## src/rtl/multicycle_controller.sv

```systemverilog
// Control FSM for a multicycle MIPS-subset datapath: fetch/decode/execute sequencing,
// memory handshakes with a bounded wait, and a sticky trap state for faults.
module multicycle_controller #(
    parameter int MEM_TIMEOUT = 15
) (
    input  logic       clk,
    input  logic       reset,
    input  logic [5:0] opcode,
    input  logic [5:0] func,
    input  logic       zero,
    input  logic       mem_ready,
    output logic       PCWr,
    output logic [1:0] PCSrc,
    output logic       IRWr,
    output logic       MemRd,
    output logic       DmWr,
    output logic       RegWr,
    output logic       RegDst,
    output logic       ALUSrc,
    output logic [2:0] ALUOp,
    output logic       MemOut,
    output logic [3:0] state,
    output logic       trap
);

    typedef enum logic [3:0] {
        S_FETCH    = 4'd0,
        S_DECODE   = 4'd1,
        S_EXEC_R   = 4'd2,
        S_EXEC_I   = 4'd3,
        S_MEM_ADDR = 4'd4,
        S_MEM_RD   = 4'd5,
        S_MEM_WR   = 4'd6,
        S_WB_MEM   = 4'd7,
        S_BRANCH   = 4'd8,
        S_JUMP     = 4'd9,
        S_TRAP     = 4'd10
    } state_t;

    localparam logic [5:0] OP_RTYPE = 6'b000000;
    localparam logic [5:0] OP_ADDI  = 6'b001000;
    localparam logic [5:0] OP_LW    = 6'b100011;
    localparam logic [5:0] OP_SW    = 6'b101011;
    localparam logic [5:0] OP_BEQ   = 6'b000100;
    localparam logic [5:0] OP_J     = 6'b000010;
    localparam logic [5:0] FN_ADD   = 6'b100000;
    localparam logic [5:0] FN_SUB   = 6'b100010;
    localparam logic [3:0] TIMEOUT_C = 4'(MEM_TIMEOUT);

    state_t     state_q, state_d;
    logic [3:0] wait_q, wait_d;
    logic [5:0] op_q, op_d;
    logic [5:0] fn_q, fn_d;
    logic       trap_q;
    logic       mem_state;
    logic       timed_out;

    assign mem_state = (state_q == S_FETCH) || (state_q == S_MEM_RD) || (state_q == S_MEM_WR);
    // A ready arriving on the last allowed cycle still completes the access.
    assign timed_out = mem_state && !mem_ready && (wait_q == TIMEOUT_C);

    always_comb begin
        state_d = state_q;
        op_d    = op_q;
        fn_d    = fn_q;
        case (state_q)
            S_FETCH: begin
                if (mem_ready) begin
                    state_d = S_DECODE;
                    op_d    = opcode;
                    fn_d    = func;
                end
            end
            S_DECODE: begin
                state_d = S_TRAP;
                case (op_q)
                    OP_RTYPE:     if (fn_q == FN_ADD || fn_q == FN_SUB) state_d = S_EXEC_R;
                    OP_ADDI:      state_d = S_EXEC_I;
                    OP_LW, OP_SW: state_d = S_MEM_ADDR;
                    OP_BEQ:       state_d = S_BRANCH;
                    OP_J:         state_d = S_JUMP;
                    default:      ;
                endcase
            end
            S_EXEC_R, S_EXEC_I, S_WB_MEM, S_BRANCH, S_JUMP: state_d = S_FETCH;
            S_MEM_ADDR: state_d = (op_q == OP_LW) ? S_MEM_RD : S_MEM_WR;
            S_MEM_RD:   if (mem_ready) state_d = S_WB_MEM;
            S_MEM_WR:   if (mem_ready) state_d = S_FETCH;
            S_TRAP:     state_d = S_TRAP;
            default:    state_d = S_TRAP;
        endcase
        if (timed_out) state_d = S_TRAP;
    end

    // Counter restarts on every state change, so each memory state sees a fresh budget.
    always_comb begin
        wait_d = wait_q;
        if (state_d != state_q)
            wait_d = 4'd0;
        else if (mem_state && !mem_ready)
            wait_d = wait_q + 4'd1;
    end

    always_ff @(posedge clk) begin
        if (reset) begin
            state_q <= S_FETCH;
            wait_q  <= 4'd0;
            op_q    <= 6'd0;
            fn_q    <= 6'd0;
            trap_q  <= 1'b0;
        end else begin
            state_q <= state_d;
            wait_q  <= wait_d;
            op_q    <= op_d;
            fn_q    <= fn_d;
            trap_q  <= trap_q | (state_d == S_TRAP);
        end
    end

    always_comb begin
        PCWr   = 1'b0;
        PCSrc  = 2'd0;
        IRWr   = 1'b0;
        MemRd  = 1'b0;
        DmWr   = 1'b0;
        RegWr  = 1'b0;
        RegDst = 1'b0;
        ALUSrc = 1'b0;
        ALUOp  = 3'd0;
        MemOut = 1'b0;
        case (state_q)
            S_FETCH: begin
                MemRd = 1'b1;
                IRWr  = mem_ready;
                PCWr  = mem_ready;
            end
            S_EXEC_R: begin
                RegWr = 1'b1;
                ALUOp = (fn_q == FN_ADD) ? 3'd0 : 3'd1;
            end
            S_EXEC_I: begin
                ALUSrc = 1'b1;
                RegDst = 1'b1;
                RegWr  = 1'b1;
            end
            S_MEM_ADDR: ALUSrc = 1'b1;
            S_MEM_RD: begin
                ALUSrc = 1'b1;
                MemRd  = 1'b1;
            end
            S_MEM_WR: begin
                ALUSrc = 1'b1;
                DmWr   = 1'b1;
            end
            S_WB_MEM: begin
                RegWr  = 1'b1;
                RegDst = 1'b1;
                MemOut = 1'b1;
            end
            S_BRANCH: begin
                ALUOp = 3'd1;
                PCSrc = 2'd1;
                PCWr  = zero;
            end
            S_JUMP: begin
                PCWr  = 1'b1;
                PCSrc = 2'd2;
            end
            default: ;
        endcase
        // While reset is held nothing may commit; only the fetch read request stays visible.
        if (reset) begin
            PCWr   = 1'b0;
            PCSrc  = 2'd0;
            IRWr   = 1'b0;
            DmWr   = 1'b0;
            RegWr  = 1'b0;
            RegDst = 1'b0;
            ALUSrc = 1'b0;
            ALUOp  = 3'd0;
            MemOut = 1'b0;
        end
    end

    assign state = state_q;
    assign trap  = trap_q;

endmodule

```

## config.mk

```make
export PLATFORM = sky130hd
export DESIGN_NAME = multicycle_controller
export DESIGN_NICKNAME = d
export VERILOG_FILES = /design/src/rtl/multicycle_controller.sv
export SDC_FILE = /design/constraint.sdc
export NUM_CORES = 1
export LEC_CHECK = 0
export BUFFER_PORTS_ARGS = -buffer_cell sky130_fd_sc_hd__buf_4
export CORE_UTILIZATION = 55
export DETAILED_ROUTE_END_ITERATION = 16
export GPL_ROUTABILITY_DRIVEN = 0
export GPL_TIMING_DRIVEN = 0
export HOLD_SLACK_MARGIN = 0.03
export PLACE_DENSITY = 0.83
export SLEW_MARGIN = 25
export SYNTH_ARGS = -nofsm -noshare
export SYNTH_HDL_FRONTEND = slang
export SYNTH_SLANG_ARGS = --single-unit
```

## constraint.sdc

```tcl
create_clock -name clk -period 5.45 [get_ports clk]
set_input_delay 0.2725 -clock clk [delete_from_list [all_inputs] [get_ports clk]]
set_output_delay 0.2725 -clock clk [all_outputs]
set_load 0.01 [all_outputs]
```

Word level (Yosys, flattened, before mapping) --
Cells that the tools add are included.
Word-level totals: bits in read-only memories 0, output and inout port bits 18, bits of input ports 16, RAM bits 0, bits in latches 0, memories 0, word-level logic and storage cells 70, bits in registers 21
Cells by class: multiply operators 0, bitwise operators 1, shift-type cells 0, eq/ne operators 19, reduce and logical (&&, ||, !) cells 16, $lt $le $gt $ge 0, div/mod/pow operators 0, $add $sub $neg 1, multiplexer cells 28
Operators by type and width (number):
- 6-bit equality test, second input constant | 4
- 4-bit one-hot mux with 6 select lines | 1
- 4-bit 2-to-1 mux | 5
- 4-bit one-hot mux with 5 select lines | 1
- 4-bit by 3-bit equality test with 1-bit output, second input constant | 4
- 4-bit equality test, second input constant | 4
- 1-bit 2-to-1 mux | 15
- 4-bit by 2-bit equality test with 1-bit output, second input constant | 2
- 2-bit OR reduction | 4
- 6-bit by 2-bit equality test with 1-bit output, second input constant | 1
- 6-bit by 3-bit equality test with 1-bit output, second input constant | 1
- 6-bit by 4-bit equality test with 1-bit output, second input constant | 1
- 6-bit zero test | 1
- 5-bit OR reduction | 1
- 4-bit by 1-bit adder with 4-bit output, second input constant | 1
- 4-bit by 1-bit equality test with 1-bit output, second input constant | 1
- 4-bit zero test | 1
- 2-bit 2-to-1 mux | 2
- 4-bit inequality test | 1
- 2-bit one-hot mux with 2 select lines | 1
- 4-bit OR reduction | 1
- 1-bit logical OR | 3
- 3-bit 2-to-1 mux | 1
- 1-bit one-hot mux with 3 select lines | 1
- 6 further kinds | 7

Longest topological paths before layout --
word-level depth 8, gate-level depth with buffers 7, mapped depth without buffers 6

Worst setup path after synthesis --
No wires, ideal clock.
kind register -> output, start point reg state_q[0] (netlist: state[0]), end point out IRWr, arrival time 1750 ps, slack 3427 ps, path buffers 1, required time 5178 ps, stages on the path, launching flop included 6, cell sequence dfxtp_1 > inv_1 > nand2_1 > nor4b_2 > buf_2 > nor2b_1
On the way: longest elaborated chain between the ends 3
RTL lines:
- start, declared | RTL line 50 | state_t state_q, state_d;
- start signal, assigned | RTL line 112 | state_q <= state_d;
- 4-bit zero test | RTL line 131 | case (state_q)
- 1-bit 2-to-1 mux | RTL line 131
- 1-bit 2-to-1 mux | RTL line 172 | if (reset) begin
- end, declared | RTL line 14 | output logic IRWr,
No other way between the ends.

Worst setup path after layout --
start point reg state_q[0] (netlist: state[0]), end point out PCWr
On the way: longest elaborated chain between the ends 3, elaborated cells on any way between the ends 5, classes of those cells eq/ne (2); mux (2); reduce/logical (1)
RTL lines:
- 4-bit equality test or 4-bit zero test (tied branches) | RTL line 131
- 1-bit one-hot mux with 3 select lines (*) | RTL line 131
- 1-bit 2-to-1 mux (*) | RTL line 172
- end, declared | RTL line 12 | output logic PCWr,
Mark *: on every way between the ends. The rest lies on a longest branch, timed or not.

==> results.yml <==
synthesis:
  synth.distinct_cells: 46
  synth_ff_type: "dfxtp_1"
  synth-adder-area-share: 0.00996
  synthMuxAreaShare: 0.104
  synth_most_common_cell: "nor2_1"
  syn-mean-instance-area_um2: 8.55
  synth_top_cell_by_area: "dfxtp_1"
  async_reset_ff_frac: 0
  ys_seq_area_frac: 0.335
  synthTopCellsByArea: "dfxtp_1, mux2i_1, nor2_1"
  synth_compound_area_frac: 0.171
  syn_area_um2: 1260
  yosys_register_bits: 21
  synth_xor_area_frac: 0.0558
  yosys.area_share.simple: 0.264
  synth-edff-count: 0
  synthDominantCellAreaShare: 0.335
  syn_inst: 147
  synth_top_family_by_area: "simple AND/OR/NAND/NOR gates"
  ys_warn_count: 0
  yosys-top-cells-count: "nor2_1, dfxtp_1, mux2i_1"
die:
  initial_core_util: 0.609
  dieArea_um2: 2480
  die_h_um: 49.8
  io_pins: 34
  rows: 16
  fp.dieW_um: 49.8
  core_um2: 2060
worst_setup_path:
  r2r-end: "wait_q[3]"
  r2r-start: "state[3]"
  start_kind: "register"
  reg2reg_depth: 7
  arrival_ns: 2.45
  critical_path_class: "register to output pin"
  r2r_setup_slack_ns: 3.04
  critPathRequiredTime_ns: 5.18
  worstPathMaxFanout: 10
  end_kind: "output pin"
final_layout:
  finalCoreUtilization: 0.750
  areaGrowthSynthToFinish_pct: 23.1
  nNetsFinal: 200
  diodes: 0
  final_layout_size_suffix_gt1_frac: 0.247
grt:
  grt_pass1_wl_mm: 5.29
  antenna_found_initial: 0
  grtUsageTotal: 0.276
  grt_pass1_vias: 1154
  grt_overflow: 0
  grt_max_degree: 13
power_and_ir_drop:
  vdd_ir_drop_max_v: 0.000184
  p_leak_nw: 0.638
  total_power_uw: 374
  p_per_area_nw_per_um2: 242
cts:
  htreeDepth: 1
  clockBufferDepth: 2
  clk_pin_slew_ns: 0.13
  cts-root-buf: "clkbuf_4"
  cts_tree: "yes"
  post_cts_resized: 0
  post_cts_buffers: 0
  clkLatencyLatePin_ns: 0.32
  cts_buffers: 3
  cts.sinks: 21
  cts_hold_buf: 0
sta:
  post-route-period-util: 0.499
  slew_viol_final: 0
  worst_slack_ns: 2.73
  slew_headroom: 0.428
  rsz0062_at_grt: "false"
  skew_ns: 0.0124
  min_period_ns: 2.72
  hold_viol: 0
  finalSetupViolations: 0
  finalSetupTns_ns: 0
  clock.fmax_mhz: 368
  worst_pin_slew_ns: 0.856
place:
  port_buffers: 30
  dp_hpwl_mm: 2.28
  pre_cts_ws_ns: 3.09
min_path:
  hold_depth: 3
  min_from: "opcode[1]"
  hold_path.class: "input pin to register"
  holdPathEnd: "op_q[1]"
run_status:
  run_status: "finished clean"
detailed_routing:
  drc: 0
  final_antenna_net_count: 0
  wl_per_cell_um: 14.6
  wirelength_mm: 3.06
  vias_per_cell: 5.92
  routed-via-count: 1238
  drt_iter0_markers: 54
  dr.pass1.iters: 4
run:
  cap_violations: 0
[report_power, final]
group / total [mW] / internal, mW / switching (mW) / leakage [nW]
logic: 0.119 / 0.0542 / 0.0651 / 0.449
registers: 0.175 / 0.165 / 0.0103 / 0.172
clock network: 0.0788 / 0.0274 / 0.0513 / 0.0177
total: 0.374 / 0.247 / 0.127 / 0.638
[metal layers]
layer | global-route usage | vias up | part of all wire
met2 | 0.464 | 71 | 0.46
li1 | - | 596 | -
met3 | 0.0432 | 4 | 0.078
met4 | 0.0619 | 0 | 0.0091
met1 | 0.367 | 567 | 0.45
met5 | 0 | - | 0
[cell usage in the layout (no fill, tap or decap), types with 2 or more instances in the layout]
cell type,n
buf_4,33
a2111oi_0,2
nor4b_1,2
inv_1,4
o21ai_0,2
xor2_1,5
nand2_1,8
nor2_1,23
xnor2_1,3
nor3_1,7
nor4_1,5
dfxtp_1,21
nand3_1,2
mux2i_1,13
nor2b_1,2
o211ai_1,2
a21oi_1,4
o21ba_2,2
conb_1,2
and2_1,3
clkbuf_4,3
clkbuf_1,8
[critical path, stage by stage, from the launching register on]
cell and delay (ns):
dfxtp_1 0.39, inv_1 0.19, nand2_1 0.13, nor4b_2 0.73, buf_2 0.40, nor2_1 0.08
nor2_1 0.09, buf_4 0.13
[worst max-delay path by stage]
| stage | endpoint | from | cells after the start | slack (ns) |
|---|---|---|---|---|
| after global routing | PCWr | state[0] | 7 | 2.53 |
| final | PCWr | state[0] | 7 | 2.73 |
| after floorplan | IRWr | state[0] | 5 | 3.43 |
| after global placement | IRWr | state[0] | 6 | 3.14 |
| after CTS | PCWr | state[0] | 7 | 2.74 |
| after detailed placement | PCWr | state[0] | 7 | 3.09 |
[sequential cells by signal, summed over array words and instances, names as in the netlist]
| signal | flops |
|---|---|
| trap | 1 |
| wait_q | 4 |
| state | 4 |
| fn_q | 6 |
| op_q | 6 |
[logic make-up after synthesis]
logic type | Yosys count
mux | 13
simple gates | 62
xor+xnor | 8
other cells | 1
flops | 21
fa+ha+maj | 1
compound gates | 25
buf+inv | 16
[stage by stage]
stage / hold WS, ns / cell area, µm² / instances
global route: 0.185 / 1550 / 209
floorplan: 0.411 / 1260 / 148
global placement: 0.469 / 1520 / 205
CTS: 0.180 / 1550 / 209
detailed placement: 0.475 / 1520 / 205
finish: 0.170 / 1550 / 209
[area by class of cell]
cell class / count / area, µm²
Clock inverter: 1 / 5.00
Inverter: 4 / 15.0
Sequential cell: 21 / 420
Multi-Input combinational cell: 111 / 767
Timing Repair Buffer: 30 / 225
Tap cell: 27 / 33.8
Fill cell: 159 / 515
Clock buffer: 3 / 22.5
Buffer: 12 / 57.6
(Power assumes the default switching activity.)
